File: src/rtl/digital_tube_driver_pkg.sv
// Shared definitions for the digital-tube display path.
// Contents: register address map, blank/off output constants, and the
// segment bit order {dp,g,f,e,d,c,b,a}, where a is bit 0 and dp is bit 7.
// All segment and enable levels are active-low.
package digital_tube_driver_pkg;

    localparam logic [1:0] TUBE_ADDR_LO    = 2'd0;  // digits 3..0, one hex nibble each
    localparam logic [1:0] TUBE_ADDR_HI    = 2'd1;  // digits 7..4
    localparam logic [1:0] TUBE_ADDR_BLANK = 2'd2;  // 1 = digit off
    localparam logic [1:0] TUBE_ADDR_DP    = 2'd3;  // 1 = decimal point lit

    localparam logic [7:0] BLANK_SHAPE = 8'hFF;     // all segments dark
    localparam logic [7:0] ALL_OFF     = 8'hFF;     // no digit enabled

    localparam int SEG_WIDTH = 7;                   // a..g
    localparam int SEG_DP    = 7;                   // dp sits above g

    // Build the full pin pattern from the a..g code and the dp request.
    function automatic logic [7:0] tube_shape(input logic dp_lit,
                                              input logic [SEG_WIDTH-1:0] seg);
        logic [7:0] shape;
        shape                  = {1'b1, seg};
        shape[SEG_DP]          = ~dp_lit;
        return shape;
    endfunction

endpackage

File: src/rtl/digital_tube_driver_hex_to_segment.sv
// hex_to_segment: combinational hex nibble to seven-segment decoder.
// Ports:
//   nibble  in  4  hex value 0..F
//   seg     out 7  active-low segments, bit 0 = a ... bit 6 = g
module hex_to_segment
    import digital_tube_driver_pkg::*;
(
    input  logic [3:0]           nibble,
    output logic [SEG_WIDTH-1:0] seg
);

    always_comb begin
        seg = 7'h7F;
        case (nibble)
            4'h0: seg = 7'h40;
            4'h1: seg = 7'h79;
            4'h2: seg = 7'h24;
            4'h3: seg = 7'h30;
            4'h4: seg = 7'h19;
            4'h5: seg = 7'h12;
            4'h6: seg = 7'h02;
            4'h7: seg = 7'h78;
            4'h8: seg = 7'h00;
            4'h9: seg = 7'h10;
            4'hA: seg = 7'h08;
            4'hB: seg = 7'h03;
            4'hC: seg = 7'h46;
            4'hD: seg = 7'h21;
            4'hE: seg = 7'h06;
            4'hF: seg = 7'h0E;
            default: seg = 7'h7F;
        endcase
    end

endmodule

File: src/rtl/digital_tube_driver.sv
// digital_tube_driver: CPU-writable 8-digit multiplexed seven-segment driver.
// Ports:
//   iCpuClock         in  1   clock for all state
//   iCpuReset         in  1   asynchronous reset, active-low
//   iDoTubeWrite      in  1   register write strobe
//   iTubeAddress      in  2   register select (lo word, hi word, blank, dp)
//   iTubeDataToWrite  in  16  write data; masks use [7:0]
//   oTubesNotEnable   out 8   digit enables, active-low, at most one low
//   oTubeShape        out 8   {dp,g,f,e,d,c,b,a}, active-low
module digital_tube_driver
    import digital_tube_driver_pkg::*;
#(
    parameter int SCAN_DIV = 20000,
    parameter int DIGITS   = 8
) (
    input  logic        iCpuClock,
    input  logic        iCpuReset,
    input  logic        iDoTubeWrite,
    input  logic [1:0]  iTubeAddress,
    input  logic [15:0] iTubeDataToWrite,
    output logic [7:0]  oTubesNotEnable,
    output logic [7:0]  oTubeShape
);

    localparam int CNT_W = $clog2(SCAN_DIV);
    localparam int IDX_W = $clog2(DIGITS);
    localparam logic [CNT_W-1:0] CNT_LAST = CNT_W'(SCAN_DIV - 1);

    logic [15:0]          lo_word;
    logic [15:0]          hi_word;
    logic [7:0]           blank_mask;
    logic [7:0]           dp_mask;
    logic [CNT_W-1:0]     scan_cnt;
    logic [IDX_W-1:0]     digit_idx;
    logic                 first_cycle;

    logic                 wrap;
    logic [15:0]          cur_word;
    logic [3:0]           cur_nibble;
    logic [SEG_WIDTH-1:0] cur_seg;

    assign wrap     = (scan_cnt == CNT_LAST);
    assign cur_word = digit_idx[2] ? hi_word : lo_word;

    always_comb begin
        cur_nibble = cur_word[3:0];
        case (digit_idx[1:0])
            2'd0: cur_nibble = cur_word[3:0];
            2'd1: cur_nibble = cur_word[7:4];
            2'd2: cur_nibble = cur_word[11:8];
            2'd3: cur_nibble = cur_word[15:12];
            default: cur_nibble = cur_word[3:0];
        endcase
    end

    hex_to_segment u_hex_to_segment (
        .nibble (cur_nibble),
        .seg    (cur_seg)
    );

    // Display outputs are computed from the pre-edge index and registers, so a
    // write landing on the same edge only becomes visible one cycle later.
    always_ff @(posedge iCpuClock or negedge iCpuReset) begin
        if (!iCpuReset) begin
            lo_word         <= '0;
            hi_word         <= '0;
            blank_mask      <= 8'hFF;
            dp_mask         <= '0;
            scan_cnt        <= '0;
            digit_idx       <= '0;
            first_cycle     <= 1'b1;
            oTubesNotEnable <= ALL_OFF;
            oTubeShape      <= BLANK_SHAPE;
        end else begin
            if (iDoTubeWrite) begin
                case (iTubeAddress)
                    TUBE_ADDR_LO:    lo_word    <= iTubeDataToWrite;
                    TUBE_ADDR_HI:    hi_word    <= iTubeDataToWrite;
                    TUBE_ADDR_BLANK: blank_mask <= iTubeDataToWrite[7:0];
                    TUBE_ADDR_DP:    dp_mask    <= iTubeDataToWrite[7:0];
                    default: ;
                endcase
            end

            first_cycle <= 1'b0;
            if (wrap) begin
                scan_cnt  <= '0;
                digit_idx <= digit_idx + IDX_W'(1);
            end else begin
                scan_cnt  <= scan_cnt + CNT_W'(1);
            end

            // One dark cycle at each digit change keeps the old pattern from
            // bleeding onto the next digit while the drivers switch.
            if (wrap || first_cycle || blank_mask[digit_idx]) begin
                oTubesNotEnable <= ALL_OFF;
                oTubeShape      <= BLANK_SHAPE;
            end else begin
                oTubesNotEnable <= ~(8'h01 << digit_idx);
                oTubeShape      <= tube_shape(dp_mask[digit_idx], cur_seg);
            end
        end
    end

endmodule

File: config.mk
export PLATFORM = sky130hd
export DESIGN_NAME = digital_tube_driver
export DESIGN_NICKNAME = d
export VERILOG_FILES = /design/src/rtl/digital_tube_driver_pkg.sv /design/src/rtl/digital_tube_driver_hex_to_segment.sv /design/src/rtl/digital_tube_driver.sv
export SDC_FILE = /design/constraint.sdc
export NUM_CORES = 1
export LEC_CHECK = 0
export ABC_AREA = 1
export CAP_MARGIN = 20
export CORE_ASPECT_RATIO = 0.5
export CORE_UTILIZATION = 62
export DETAILED_ROUTE_END_ITERATION = 16
export MAX_ROUTING_LAYER = met4
export PLACE_DENSITY = 0.95
export SYNTH_ARGS = -nofsm -noshare
export SYNTH_HDL_FRONTEND = slang
export SYNTH_SLANG_ARGS = --single-unit
File: constraint.sdc
create_clock -name iCpuClock -period 4.45 [get_ports iCpuClock]
set_input_delay 0.89 -clock iCpuClock [delete_from_list [all_inputs] [get_ports iCpuClock]]
set_output_delay 0.89 -clock iCpuClock [all_outputs]
set_load 0.01 [all_outputs]
==> results of run 1 <==
final timing paths:
| kind | endpoint | from | slack (ns) | cells past startpoint |
|---|---|---|---|---|
| max reg2reg | oTubeShape[0] | digit_idx[2] | 1.83 | 12 |
| min | scan_cnt[0] | scan_cnt[0] | 0.46 | 1 |
| max | oTubeShape[0] | digit_idx[2] | 1.83 | 12 |
| max in group asynchronous | hi_word[7] | iCpuReset | 3.08 | 1 |
| min in group asynchronous | scan_cnt[2] | iCpuReset | 0.72 | 1 |
| min reg2reg | scan_cnt[0] | scan_cnt[0] | 0.46 | 1 |
power by group:
part           switching, uW  internal (uW)
registers               45.8            856
logic                    151            102
clock network            282            408
total                    478           1370
flip-flops by register name, summed over array words and instances, names as in the netlist:
name and cells:
hi_word 16, lo_word 16, scan_cnt 15, blank_mask 8
dp_mask 8, oTubeShape 8, oTubesNotEnable 8, digit_idx 3
first_cycle 1
synth_stat cells:
cell	number	share of area, %
sky130_fd_sc_hd__dfrtp_1	58	36
sky130_fd_sc_hd__buf_2	1	0.12
sky130_fd_sc_hd__o21ai_0	53	6.5
sky130_fd_sc_hd__o211ai_1	4	0.74
sky130_fd_sc_hd__a21oi_1	11	1.4
sky130_fd_sc_hd__nand3_2	2	0.49
sky130_fd_sc_hd__clkbuf_1	7	0.64
sky130_fd_sc_hd__conb_1	1	0.092
sky130_fd_sc_hd__clkinv_1	1	0.092
sky130_fd_sc_hd__buf_6	5	1.4
sky130_fd_sc_hd__nor3_2	1	0.25
sky130_fd_sc_hd__a22oi_1	1	0.18
sky130_fd_sc_hd__xnor2_1	1	0.21
sky130_fd_sc_hd__nor2_2	2	0.31
sky130_fd_sc_hd__nand3_1	30	3.7
sky130_fd_sc_hd__and2_0	1	0.15
sky130_fd_sc_hd__buf_1	1	0.092
sky130_fd_sc_hd__nand2_2	8	1.2
sky130_fd_sc_hd__o21bai_1	1	0.18
sky130_fd_sc_hd__inv_1	49	4.5
sky130_fd_sc_hd__dfstp_2	25	16
sky130_fd_sc_hd__nand4_1	4	0.61
sky130_fd_sc_hd__a21oi_2	1	0.21
sky130_fd_sc_hd__nand2_1	146	13
sky130_fd_sc_hd__ha_1	13	4.0
sky130_fd_sc_hd__xor2_1	5	1.1
sky130_fd_sc_hd__nor3_1	6	0.74
sky130_fd_sc_hd__nor2_4	3	0.83
sky130_fd_sc_hd__o21a_1	1	0.18
sky130_fd_sc_hd__inv_2	6	0.55
sky130_fd_sc_hd__a32o_1	1	0.25
sky130_fd_sc_hd__o21ai_1	3	0.37
sky130_fd_sc_hd__nor2_1	41	3.8
metal layers:
metal | up-vias | routed length, um
met4 | 0 | 183
met5 | - | 0
met2 | 141 | 4180
met3 | 22 | 591
met1 | 1635 | 3810
li1 | 1629 | -
cell type report:
type | instances | area [sq um]
sequential | 83 | 2110
multi-input combinational | 340 | 1670
fill | 406 | 1480
timing repair buffer | 36 | 358
clock buffer | 14 | 264
inverter | 56 | 210
tap | 88 | 110
clock inverter | 2 | 12.5
placed cells by master, fill, tap and decap left out, types with 2 or more instances in the layout:
cell type                         netlist  layout
sky130_fd_sc_hd__nand3_1               30      30
sky130_fd_sc_hd__inv_2                  6       6
sky130_fd_sc_hd__nor2_1                41      41
sky130_fd_sc_hd__clkdlybuf4s50_1        0      35
sky130_fd_sc_hd__nor3_1                 6       6
sky130_fd_sc_hd__clkbuf_8               0       2
sky130_fd_sc_hd__o21ai_0               53      53
sky130_fd_sc_hd__dfrtp_1               58      58
sky130_fd_sc_hd__nand3_2                2       2
sky130_fd_sc_hd__o211ai_1               4       4
sky130_fd_sc_hd__nand2_1              146     146
sky130_fd_sc_hd__a21oi_1               11      11
sky130_fd_sc_hd__inv_1                 49      49
sky130_fd_sc_hd__dfstp_2               25      25
sky130_fd_sc_hd__nor2_2                 2       2
sky130_fd_sc_hd__nor2_4                 3       3
sky130_fd_sc_hd__clkbuf_16              0       9
sky130_fd_sc_hd__o21ai_1                3       3
sky130_fd_sc_hd__nand2_2                8       8
sky130_fd_sc_hd__xor2_1                 5       5
sky130_fd_sc_hd__ha_1                  13      13
sky130_fd_sc_hd__clkbuf_1               7       3
sky130_fd_sc_hd__nand4_1                4       4
kinds of logic (layout without fill, tap and decap cells):
kind of cell               after synthesis  after routing  share of synthesized area (%)
DFF                                     83             83                           51.7
adders and majority gates               13             13                           3.99
xor gates and xnor gates                 6              6                           1.29
other                                    1              1                         0.0920
AOI/OAI and AO/OA                       76             76                           9.98
buffers and inverters                   70            108                           7.40
and+or+nand+nor                        244            244                           25.5
worst max-delay path, stage by stage (launching register included):
cell                      delay [ns]
sky130_fd_sc_hd__dfrtp_1        0.83
sky130_fd_sc_hd__inv_2          0.33
sky130_fd_sc_hd__nand2_1        0.14
sky130_fd_sc_hd__nand2_1        0.07
sky130_fd_sc_hd__nand2_1        0.06
sky130_fd_sc_hd__nand3_1        0.11
sky130_fd_sc_hd__a21oi_2        0.28
sky130_fd_sc_hd__inv_1          0.14
sky130_fd_sc_hd__ha_1           0.25
sky130_fd_sc_hd__nand3_1        0.09
sky130_fd_sc_hd__nor2_1         0.04
sky130_fd_sc_hd__nor2_1         0.11
sky130_fd_sc_hd__nand3_1        0.09
through the flow:
step	cells	total power, uW	cell area (sq um)
global route	619	1920	4730
CTS	619	1850	4730
detailed placement	603	1160	4450
finish	619	1840	4730
global placement	603	1140	4450
floorplan	493	1060	4080
==> load_flow_metrics.sql, run 1 <==
INSERT INTO impl_metrics (metric_group, metric, value, unit) VALUES
('flow_run', 'max-cap-violations', '0', ''),
('global_route', 'grt_first_pass_wirelength', '14300', 'um'),
('placed_design', 'numPortBuffers', '36', ''),
('power_and_ir_drop', 'leakage', '0.00232', 'uW'),
('outcome', 'run_status', 'finished, final reports clean', ''),
('layout', 'final_layout_size_suffix_gt1_share', '11.7', '%'),
('global_route', 'groute.layer.met2.usage', '48.3', '%'),
('global_route', 'global_route.overflow_total', '0', ''),
('clock_network', 'cts_root_buf', 'sky130_fd_sc_hd__clkbuf_16', ''),
('layout', 'finalNetCount', '560', ''),
('yosys', 'mapped_nets', '527', ''),
('sta', 'worst_pin_slew', '1.01', 'ns'),
('global_route', 'gr-usage-met1', '34.9', '%'),
('yosys', 'unique_cell_type_count_in_the_yosys_netlist', '33', ''),
('placed_design', 'post-dp-hpwl', '5950', 'um'),
('clock_network', 'post_cts.repair.setup_buffers', '0', ''),
('floorplanning', 'i_o_pin_total', '37', ''),
('worst_setup_path', 'critPathMaxFanout', '23', ''),
('clock_network', 'cts_hold_repair.buffers', '0', ''),
('global_route', 'global_route.usage.total', '29.1', '%'),
('drt', 'route.final.wire_length', '8760', 'um'),
('sta', 'fmax', '381', 'MHz'),
('drt', 'avg_wl_per_cell', '14.1', 'um'),
('drt', 'vias_per_cell', '5.54', ''),
('placed_design', 'preCtsSetupSlack', '1.84', 'ns'),
('global_route', 'gr-usage-met3', '8.90', '%'),
('drt', 'detailedRoute.firstIterationViolations', '485', ''),
('floorplanning', 'core', '6210', 'sq um'),
('clock_network', 'clkTransAtPathRegs', '0.06', 'ns'),
('sta', 'setup_total_negative_slack', '0', 'ns'),
('sta', 'finalHoldViolations', '0', ''),
('yosys', 'synth_seq_cells', '83', ''),
('sta', 'report.final.setup_viol', '0', ''),
('floorplanning', 'die_w', '117', 'um'),
('sta', 'period_needed', '2.62', 'ns'),
('yosys', 'yosysWarningCount', '0', ''),
('layout', 'insertedDiodeCount', '0', ''),
('global_route', 'global_route.peak_usage_layer', 'met2', ''),
('placed_design', 'globalplace.congestion', '0.921', ''),
('clock_network', 'cts.sink_count', '83', ''),
('yosys', 'synth_area_per_cell', '8.27', 'sq um'),
('drt', 'detailed_route_drc_error_count', '0', ''),
('clock_network', 'cts_tree', 'done', ''),
('worst_setup_path', 'worst-endpoint-arrival', '2.88', 'ns'),
('yosys', 'synthesis.area', '4080', 'sq um'),
('worst_setup_path', 'worstSetupStartpointType', 'flip-flop', ''),
('floorplanning', 'die-height', '59.3', 'um'),
('sta', 'fin_ws', '1.83', 'ns'),
('hold_path', 'holdCritPathClass', 'flip-flop to flip-flop', ''),
('global_route', 'grt_antenna_before_repair', '0', ''),
('layout', 'final_util', '76.2', '%'),
('sta', 'timing.slew.headroom', '33.0', '%'),
('yosys', 'post_synth_inst_count', '493', ''),
('clock_network', 'cts.path.max_buffers', '2', ''),
('clock_network', 'cts.htree.levels', '3', ''),
('worst_setup_path', 'cp.required', '4.71', 'ns'),
('floorplanning', 'floorplan.rows', '20', ''),
('worst_setup_path', 'timing.setup.critical_path_class', 'flip-flop to flip-flop', ''),
('yosys', 'yosysSeqAreaShare', '51.7', '%'),
('drt', 'routed-via-count', '3427', ''),
('sta', 'hold-worst-slack', '0.457', 'ns'),
('clock_network', 'cts_buffers', '9', ''),
('power_and_ir_drop', 'power.density', '390', 'nW/um^2'),
('clock_network', 'post_cts_resized', '0', ''),
('sta', 'rsz0062_at_grt', 'no', ''),
('worst_setup_path', 'crit_path_end_kind', 'flip-flop', ''),
('floorplanning', 'initial_utilization', '65.7', '%'),
('layout', 'areaGrowthSynthToFinish', '16.0', '%'),
('sta', 'fin_skew', '0.00842', 'ns'),
('clock_network', 'clock_insertion_delay_worst_skew', '0.34', 'ns'),
('drt', 'drt_first_pass_iters', '5', ''),
('power_and_ir_drop', 'vdd_ir_drop_max', '220', 'uV'),
('sta', 'final_max_slew_viol_count', '0', ''),
('global_route', 'grt_start_max_net_pins', '84', ''),
('sta', 'post-route-period-util', '58.9', '%'),
('floorplanning', 'design.die.area', '6920', 'sq um'),
('global_route', 'grt_pass1_vias', '3147', ''),
('drt', 'drtAntennaViolNets', '0', '');
Note: power is estimated with default switching activity, not from simulation.
==> run 2, diff against run 1 <==
--- a/config.mk
+++ b/config.mk
@@ -8,10 +8,10 @@
 export ABC_AREA = 1
 export CAP_MARGIN = 20
 export CORE_ASPECT_RATIO = 0.5
-export CORE_UTILIZATION = 62
+export CORE_UTILIZATION = 52
 export DETAILED_ROUTE_END_ITERATION = 16
 export MAX_ROUTING_LAYER = met4
-export PLACE_DENSITY = 0.95
+export PLACE_DENSITY = 0.88
 export SYNTH_ARGS = -nofsm -noshare
 export SYNTH_HDL_FRONTEND = slang
 export SYNTH_SLANG_ARGS = --single-unit
==> constraint.sdc (replaced) <==
create_clock -name iCpuClock -period 2.1 [get_ports iCpuClock]
set_input_delay 0.42 -clock iCpuClock [delete_from_list [all_inputs] [get_ports iCpuClock]]
set_output_delay 0.42 -clock iCpuClock [all_outputs]
set_load 0.01 [all_outputs]
==> run 2 against run 1 <==
Compared with the run above:
- non-clock buffer count is 13 higher
- sequential power rose by 110%
- clock power grew to 2.5 times the previous value
- largest cell class unchanged
- sequential cell count did not move
- total power increased by 130%
- wire length increased by 1.7%
- fmax is 35% higher
- setup slack worse by 1.7 ns
- design area grew 4.2%
==> load_flow_metrics.sql, run 2 (same netlist as run 1, synthesis figures left out) <==
INSERT INTO impl_metrics (metric_group, metric, value, unit) VALUES
('outcome', 'run_status', 'finished, final reports clean', ''),
('floorplanning', 'core', '7460', 'sq um'),
('clock_network', 'clkTransAtPathRegs', '0.06', 'ns'),
('global_route', 'global_route.usage.total', '25.5', '%'),
('clock_network', 'cts.htree.levels', '3', ''),
('sta', 'setup_total_negative_slack', '0', 'ns'),
('power_and_ir_drop', 'power_report.internal_total', '3140', 'uW'),
('placed_design', 'dpl_cell_area', '4590', 'sq um'),
('layout', 'largest_registers', 'hi_word x16, lo_word x16, scan_cnt x15', ''),
('worst_setup_path', 'critPathMaxFanout', '7', ''),
('global_route', 'grt_first_pass_wirelength', '15400', 'um'),
('clock_network', 'cts.sink_count', '83', ''),
('floorplanning', 'i_o_pin_total', '37', ''),
('drt', 'detailed_route_drc_error_count', '0', ''),
('global_route', 'grt_pass1_vias', '3323', ''),
('drt', 'drt_first_pass_iters', '5', ''),
('layout', 'final_util', '66.1', '%'),
('sta', 'hold-worst-slack', '0.0384', 'ns'),
('worst_setup_path', 'timing.setup.critical_path_class', 'flip-flop to flip-flop', ''),
('floorplanning', 'die_w', '127', 'um'),
('hold_path', 'holdCritPathClass', 'primary input to async pin', ''),
('floorplanning', 'die-height', '64.6', 'um'),
('placed_design', 'post-dp-hpwl', '5950', 'um'),
('global_route', 'grt_antenna_before_repair', '0', ''),
('sta', 'post-route-period-util', '92.5', '%'),
('placed_design', 'globalplace.congestion', '0.895', ''),
('layout', 'finalNetCount', '573', ''),
('power_and_ir_drop', 'net_switching', '1040', 'uW'),
('power_and_ir_drop', 'power.density', '849', 'nW/um^2'),
('sta', 'finalHoldViolations', '0', ''),
('clock_network', 'cts.path.max_buffers', '2', ''),
('sta', 'fmax', '515', 'MHz'),
('clock_network', 'cts_buffers', '9', ''),
('worst_setup_path', 'worstSetupStartpointType', 'flip-flop', ''),
('sta', 'final_max_slew_viol_count', '0', ''),
('sta', 'period_needed', '1.94', 'ns'),
('worst_setup_path', 'crit_path_end_kind', 'flip-flop', ''),
('placed_design', 'numPortBuffers', '36', ''),
('floorplanning', 'floorplan.rows', '22', ''),
('layout', 'insertedDiodeCount', '0', ''),
('clock_network', 'cts_root_buf', 'sky130_fd_sc_hd__clkbuf_16', ''),
('layout', 'areaGrowthSynthToFinish', '20.9', '%'),
('layout', 'layout_commonest_cell', 'sky130_fd_sc_hd__nand2_1', ''),
('sta', 'fin_skew', '0.00832', 'ns'),
('power_and_ir_drop', 'power_frac_clock', '41.3', '%'),
('drt', 'detailedRoute.firstIterationViolations', '260', ''),
('layout', 'final_layout_size_suffix_gt1_share', '15.3', '%'),
('power_and_ir_drop', 'leakage', '0.00241', 'uW'),
('worst_setup_path', 'worst-endpoint-arrival', '2.23', 'ns'),
('placed_design', 'preCtsSetupSlack', '0.122', 'ns'),
('flow_run', 'max-cap-violations', '0', ''),
('sta', 'rsz0062_at_grt', 'no', ''),
('layout', 'final_cell_area', '4930', 'sq um'),
('sta', 'worst_pin_slew', '0.521', 'ns'),
('drt', 'vias_per_cell', '5.25', ''),
('floorplanning', 'initial_utilization', '54.6', '%'),
('sta', 'timing.slew.headroom', '65.1', '%'),
('clock_network', 'cts_tree', 'done', ''),
('global_route', 'global_route.overflow_total', '0', ''),
('floorplanning', 'design.die.area', '8220', 'sq um'),
('sta', 'fin_ws', '0.158', 'ns'),
('global_route', 'grt_start_max_net_pins', '48', ''),
('layout', 'final_cell_mix', 'sky130_fd_sc_hd__nand2_1, sky130_fd_sc_hd__dfrtp_1, sky130_fd_sc_hd__o21ai_0, sky130_fd_sc_hd__inv_1, sky130_fd_sc_hd__nor2_1', ''),
('sta', 'report.final.setup_viol', '0', ''),
('power_and_ir_drop', 'power.switching_fraction', '24.8', '%'),
('drt', 'route.final.wire_length', '8910', 'um'),
('drt', 'drtAntennaViolNets', '0', ''),
('layout', 'n_fill_cell', '595', ''),
('power_and_ir_drop', 'sequential_power_share', '45.5', '%'),
('worst_setup_path', 'cp.required', '2.38', 'ns'),
('clock_network', 'clock_insertion_delay_worst_skew', '0.34', 'ns'),
('power_and_ir_drop', 'vdd_ir_drop_max', '375', 'uV'),
('power_and_ir_drop', 'pwr-share-comb', '13.2', '%'),
('drt', 'avg_wl_per_cell', '13.7', 'um'),
('clock_network', 'post_cts.repair.setup_buffers', '0', ''),
('drt', 'routed-via-count', '3420', '');
[run 2: cell count changes in the layout (fill, tap and decap cells not counted), sizes merged]
cell	previous run	this run
buf	1	14
bufinv	0	2
clkbuf	14	12
[run 2: repair_timing]
item | 4_1_cts | 5_1_grt
setup endpoints to repair | 0 | 5
gates resized for setup | 0 | 6
hold buffers | 0 | 0
[run 2: path summary, 6_finish.rpt]
| kind | depth (start not counted) | slack [ns] | to | from |
|---|---|---|---|---|
| max | 13 | 0.16 | oTubeShape[3] | digit_idx[1] |
| min | 1 | 0.04 | scan_cnt[3] | iCpuReset |
| max reg2reg | 13 | 0.16 | oTubeShape[3] | digit_idx[1] |
| min reg2reg | 1 | 0.47 | scan_cnt[0] | scan_cnt[0] |
| max in group asynchronous | 2 | 1.39 | oTubesNotEnable[3] | iCpuReset |
| min in group iCpuClock | 1 | 0.47 | scan_cnt[0] | scan_cnt[0] |
[run 2: worst max-delay path: stages (launching register included)]
cell	delay, ns
sky130_fd_sc_hd__dfrtp_2	0.45
sky130_fd_sc_hd__inv_1	0.12
sky130_fd_sc_hd__ha_1	0.21
sky130_fd_sc_hd__inv_2	0.09
sky130_fd_sc_hd__nor3_2	0.18
sky130_fd_sc_hd__inv_1	0.07
sky130_fd_sc_hd__nand2_2	0.11
sky130_fd_sc_hd__inv_2	0.08
sky130_fd_sc_hd__ha_1	0.27
sky130_fd_sc_hd__inv_1	0.07
sky130_fd_sc_hd__nand2_1	0.05
sky130_fd_sc_hd__nand2_1	0.07
sky130_fd_sc_hd__nand2_1	0.05
sky130_fd_sc_hd__nand3_1	0.08
[run 2: final cells by class]
cell class | instances | area, sq um | area share [%]
clock buffer | 12 | 256 | 5.20
sequential | 83 | 2110 | 42.8
multi-input combinational | 340 | 1680 | 34.0
clock inverter | 4 | 72.6 | 1.47
inverter | 56 | 210 | 4.27
tap | 108 | 135 | 2.74
timing repair buffer | 49 | 468 | 9.49
[run 2: per-stage QoR]
stage	power [uW]	std cells
6_report	4180	652
3_5_place_dp	2460	636
2_1_floorplan	2240	493
5_1_grt	4380	652
4_1_cts	4200	652
3_3_place_gp	2430	636
[run 2: layer usage]
layer  routed length (um)  GRT usage, %  vias up
li1                     -             -     1654
met1                 4000          30.8     1650
met2                 4280          41.1       97
met3                  493          8.01       19
met4                  136          8.63        0
met5                    0             -        -
[run 2: power groups by stage]
| stage | Sequential [uW] | Combinational (uW) | Clock (uW) |
|---|---|---|---|
| 3_5_place_dp | 1920 | 534 | 0 |
| 5_1_grt | 1920 | 630 | 1830 |
| 6_report | 1900 | 550 | 1730 |
| 2_1_floorplan | 1920 | 323 | 0 |
| 3_3_place_gp | 1920 | 513 | 0 |
| 4_1_cts | 1900 | 550 | 1750 |
